===== src/rtl/stream_packer_if.sv =====
// stream_packer_if: 32-bit beat input stream and packed 64-bit word output stream
interface stream_packer_if #(parameter int DATA_W = 32);
  logic                in_valid;
  logic                in_ready;
  logic [DATA_W-1:0]   in_data;
  logic                in_last;
  logic                out_valid;
  logic                out_ready;
  logic [2*DATA_W-1:0] out_data;
  logic [1:0]          out_keep;
  logic                out_last;
  modport master (
    output in_valid, in_data, in_last, out_ready,
    input  in_ready, out_valid, out_data, out_keep, out_last
  );
  modport slave (
    input  in_valid, in_data, in_last, out_ready,
    output in_ready, out_valid, out_data, out_keep, out_last
  );
endinterface


===== src/rtl/stream_packer.sv =====
// stream_packer: packs beat pairs into double-width words with half keep flags and packet count
module stream_packer #(
  parameter int DATA_W = 32,
  parameter int CNT_W  = 16
) (
  input  logic             clk,
  input  logic             rst_n,
  stream_packer_if.slave   bus,
  output logic [CNT_W-1:0] pkt_count
);
  logic [DATA_W-1:0] lo_q;
  logic              have_lo;
  logic              acc;
  logic              xfer;
  logic              complete;
  assign bus.in_ready = rst_n && (!bus.out_valid || bus.out_ready);
  assign acc          = bus.in_valid && bus.in_ready;
  assign xfer         = bus.out_valid && bus.out_ready;
  assign complete     = acc && (have_lo || bus.in_last);
  // Hold the first beat of a pair until its partner arrives; a lone last beat bypasses it
  always_ff @(posedge clk or negedge rst_n)
    if (!rst_n) begin
      lo_q    <= '0;
      have_lo <= 1'b0;
    end else if (acc) begin
      have_lo <= !have_lo && !bus.in_last;
      if (!have_lo && !bus.in_last) lo_q <= bus.in_data;
    end
  // Output word register: load on a completing beat, otherwise drop valid once consumed
  always_ff @(posedge clk or negedge rst_n)
    if (!rst_n) begin
      bus.out_valid <= 1'b0;
      bus.out_data  <= '0;
      bus.out_keep  <= 2'b00;
      bus.out_last  <= 1'b0;
    end else if (complete) begin
      bus.out_valid <= 1'b1;
      bus.out_data  <= have_lo ? {bus.in_data, lo_q} : {{DATA_W{1'b0}}, bus.in_data};
      bus.out_keep  <= have_lo ? 2'b11 : 2'b01;
      bus.out_last  <= bus.in_last;
    end else if (xfer) begin
      bus.out_valid <= 1'b0;
    end
  // Count packet-ending words as they leave, wrapping naturally
  always_ff @(posedge clk or negedge rst_n)
    if (!rst_n) pkt_count <= '0;
    else if (xfer && bus.out_last) pkt_count <= pkt_count + 1'b1;
endmodule


===== src/flat_wrapper.sv =====
// flat-port wrapper written by rule: the top's interface ports become plain ports
module stream_packer_flat 
#(
  parameter int DATA_W = 32,
  parameter int CNT_W  = 16
)
  (clk, rst_n, pkt_count, bus_in_valid, bus_in_data, bus_in_last, bus_out_ready, bus_in_ready, bus_out_valid, bus_out_data, bus_out_keep, bus_out_last);
  stream_packer_if #(.DATA_W(DATA_W)) bus_i ();
  input  logic clk;
  input  logic rst_n;
  output logic [CNT_W-1:0] pkt_count;
  input wire logic [$bits(bus_i.in_valid)-1:0] bus_in_valid;
  input wire logic [$bits(bus_i.in_data)-1:0] bus_in_data;
  input wire logic [$bits(bus_i.in_last)-1:0] bus_in_last;
  input wire logic [$bits(bus_i.out_ready)-1:0] bus_out_ready;
  output wire logic [$bits(bus_i.in_ready)-1:0] bus_in_ready;
  output wire logic [$bits(bus_i.out_valid)-1:0] bus_out_valid;
  output wire logic [$bits(bus_i.out_data)-1:0] bus_out_data;
  output wire logic [$bits(bus_i.out_keep)-1:0] bus_out_keep;
  output wire logic [$bits(bus_i.out_last)-1:0] bus_out_last;
  assign bus_i.in_valid = bus_in_valid;
  assign bus_i.in_data = bus_in_data;
  assign bus_i.in_last = bus_in_last;
  assign bus_i.out_ready = bus_out_ready;
  assign bus_in_ready = bus_i.in_ready;
  assign bus_out_valid = bus_i.out_valid;
  assign bus_out_data = bus_i.out_data;
  assign bus_out_keep = bus_i.out_keep;
  assign bus_out_last = bus_i.out_last;
  stream_packer #(.DATA_W(DATA_W), .CNT_W(CNT_W)) u_core (.clk(clk), .rst_n(rst_n), .bus(bus_i), .pkt_count(pkt_count));
endmodule

===== config.mk =====
export PLATFORM = sky130hd
export DESIGN_NAME = stream_packer_flat
export DESIGN_NICKNAME = d
export VERILOG_FILES = /design/src/rtl/stream_packer_if.sv /design/src/rtl/stream_packer.sv /design/src/flat_wrapper.sv
export SDC_FILE = /design/constraint.sdc
export NUM_CORES = 1
export LEC_CHECK = 0
export ABC_AREA = 1
export BUFFER_PORTS_ARGS = -buffer_cell sky130_fd_sc_hd__buf_2
export CAP_MARGIN = 20
export CORE_AREA = 2 2 126 97
export CTS_CLUSTER_DIAMETER = 40
export DETAILED_ROUTE_END_ITERATION = 10
export DIE_AREA = 0 0 128 99
export MAX_ROUTING_LAYER = met4
export PLACE_DENSITY = 0.68
export RECOVER_POWER = 50
export SLEW_MARGIN = 15
export SYNTH_ARGS = -nofsm -noshare
export SYNTH_HDL_FRONTEND = slang
export SYNTH_SLANG_ARGS = --single-unit

===== constraint.sdc =====
create_clock -name clk -period 1.8 [get_ports clk]
set_input_delay 0.18 -clock clk [delete_from_list [all_inputs] [get_ports clk]]
set_output_delay 0.18 -clock clk [all_outputs]
set_load 0.01 [all_outputs]

==> metrics <==
status=complete, no violations; post-route minimum period=~1600 ps; flop and latch count out of synthesis=117; Longest Clk Path Bufs=2; max-slew violations=0; Setup violations, final=0; Power Density=about 1300 nW/um2; Final Net Count=about 800; Final Hold Vio Count=0; Worst Hold Class=in -> reg; vias in the first global route=approximately 4300; Crit Path Max Fanout=66; CP cell instances=buf_4 > nand3_2 > buf_4 > o21ai_0; drt via density=between 4 and 5; worst skew pair latency=roughly 400 ps; M3 GR Usage=0.0505; ANT nets after route=0; total I/O pin count=122; Total Neg Setup Slack=0 ps; share of layout cells above drive strength 1=0.168; Worst Path Arrival=about 1900 ps; CTS clk-pin slew, worst paths=around 60 ps; Site Rows=34; Gate Count Post-Synth=approximately 610; antenna violations before repair=0; largest cells by area after synthesis=dfrtp_1 58%, nand2_1 20%, o21ai_0 8.1%; Setup Fix Bufs, Post-CTS=0; Post-Syn Area=roughly 5000 um2; Seq/Total Area, Yosys=0.581; drt pass-1 iters=4; input/output buffers=approximately 120; Worst setup EP type=flip-flop; Max VDD drop=roughly 0.00070 V; Fillers=about 1100; routability congestion estimate=roughly 0.84; period utilization=0.866; yosys warns=0; syn_area_per_cell=between 8 and 9 um2; DRC Markers=0; routed length per placed instance=roughly 14 um; fmax=roughly 640 MHz; commonest non-fill, non-tap cells in the layout=267 x nand2_1, 116 x dfrtp_1, 82 x o21ai_0; P_leak=around 3.4 nW; startpoint types=flip-flop; total die area=approximately 13000 um2; met1 Resource Use GR=0.314; ANT cells=0; Slew @ Worst Pin=~1100 ps; final wirelength=approximately 13000 um; HPWL after detailed placement=8290 um; largest net degree at the start of global routing=around 120; CP delay by family, top=buffers and inverters; 1st-iter DRT viols=around 360; clock skew=8.26 ps; critical setup path kind=reg -> reg; Slew headroom=0.294; Max-Cap Viols=0; top cell type's share of synthesized area=0.581; root buf cell=clkbuf_16; cell mode on critical path=buf_4; CTS buffer count=17; DIE WIDTH=between 100 and 150 um; GRT overflow=0; Post-Syn Nets=about 650; CTS tree=built; # placed instances=854; CORE AREA=~11000 um2; Final Non-Filler Cells=roughly 900; total track usage=0.222; most common cell after layout, fill and taps aside=nand2_1; Vias=between 4000 and 5000; H-tree depth=4; Required @ worst endpoint=~2100 ps; cell with the largest stage delay on the worst path=buf_4; global routing usage on met2=0.326; # clock sinks=~120; global-route wire length before repair=approximately 21000 um; initial core utilization=0.442; Vert. Die Dim=about 100 um; RSZ-0062 raised after global routing=false; GRT Max-Usage Layer=met2; CP max stage delay=roughly 480 ps; post-synth top area cell=dfrtp_1; Unique masters post-synth=22; WP buf/inv=2; Area growth, synth to finish=27.1%
synth_stat cells:
master    instances
a21boi_4          1
buf_4             3
o21ai_0          82
inv_2             3
nand4_1           2
o21ai_1          17
clkbuf_1         14
nand3_2           3
nor3_1            3
nand2_2           1
nor2_1           17
nand3_1           9
nand2_1         267
buf_2            11
buf_1             1
ha_1              1
or2_2             1
xnor2_1           3
nor2_4            1
inv_1            46
dfrtp_1         117
xor2_1            6
power breakdown:
part / total, mW / switching, mW / leakage (nW) / internal, mW
Clock: 2.91 / 1.09 / 0.258 / 1.82
Combinational: 1.75 / 1.09 / 1.63 / 0.659
Sequential: 3.70 / 0.415 / 1.50 / 3.29
Total: 8.36 / 2.59 / 3.38 / 5.77
metal layers:
metal	wire length, um	share of wire	vias up
met1	6100	0.48	2101
met3	690	0.055	9
met2	5700	0.45	133
met5	0	0	-
met4	95	0.0076	0
li1	-	-	2171
cell families after synthesis:
group | count (synthesis) | synth area share
AND/OR/NAND/NOR | 304 | 0.236
flip-flops | 117 | 0.581
AO/OA/AOI/OAI | 100 | 0.102
buffers and inverters | 78 | 0.0630
XOR/XNOR | 9 | 0.0156
adder cells (fa/ha/maj) | 1 | 0.00248
worst paths after layout:
path | start | to | slack, ps | depth (start not counted)
setup reg to reg | u_core.have_lo | u_core.bus.out_data[40] | 240 | 4
hold / removal | bus_in_data[11] | u_core.lo_q[11] | 8 | 3
hold reg to reg | u_core.bus.out_keep[0] | u_core.bus.out_keep[0] | 470 | 1
min in group asynchronous | rst_n | u_core.bus.out_data[38] | 590 | 3
setup / recovery | u_core.have_lo | u_core.bus.out_data[40] | 240 | 4
max in group asynchronous | rst_n | u_core.have_lo | 430 | 3
worst reg2reg max path, cell delays in order, from the launching register on:
cell and delay [ps]:
dfrtp_2 350, buf_4 480, nand3_2 160, buf_4 250, o21ai_0 230
registers in the layout (all words and copies together) (netlist names):
| register | cells |
|---|---|
| u_core.pkt_count | 16 |
| u_core.lo_q | 32 |
| u_core.bus.out_valid | 1 |
| u_core.bus.out_data | 64 |
| u_core.bus.out_last | 1 |
| u_core.have_lo | 1 |
| u_core.bus.out_keep | 2 |
what timing repair did:
item                                    4_1_cts  5_1_grt
endpoints found under the setup margin        0        0
resized for setup                             0        0
hold buffers                                 15        0
endpoints found under the hold margin       131        0
layout make-up:
type | instances | area (um2) | share of cell area
sequential | 117 | 2930 | 0.457
multi-input combinational | 414 | 1790 | 0.280
timing repair buffer | 145 | 818 | 0.128
clock buffer | 23 | 478 | 0.0745
inverter | 49 | 184 | 0.0287
tap | 144 | 180 | 0.0281
clock inverter | 6 | 30.0 | 0.00468
per-stage QoR:
step           worst slack [ps]  power (mW)  hold slack (ps)  area (um2)  utilization
4_1_cts                     208        8.51            0.722        6470        0.568
3_3_place_gp                301        5.45              382        5820        0.510
6_report                    242        8.36             8.00        6410        0.562
3_5_place_dp                254        5.51              384        5820        0.510
2_1_floorplan               398        4.67             -116        5040            -
5_1_grt                    33.0        8.88             6.42        6410        0.562
Power figures use the tool's default switching activity.
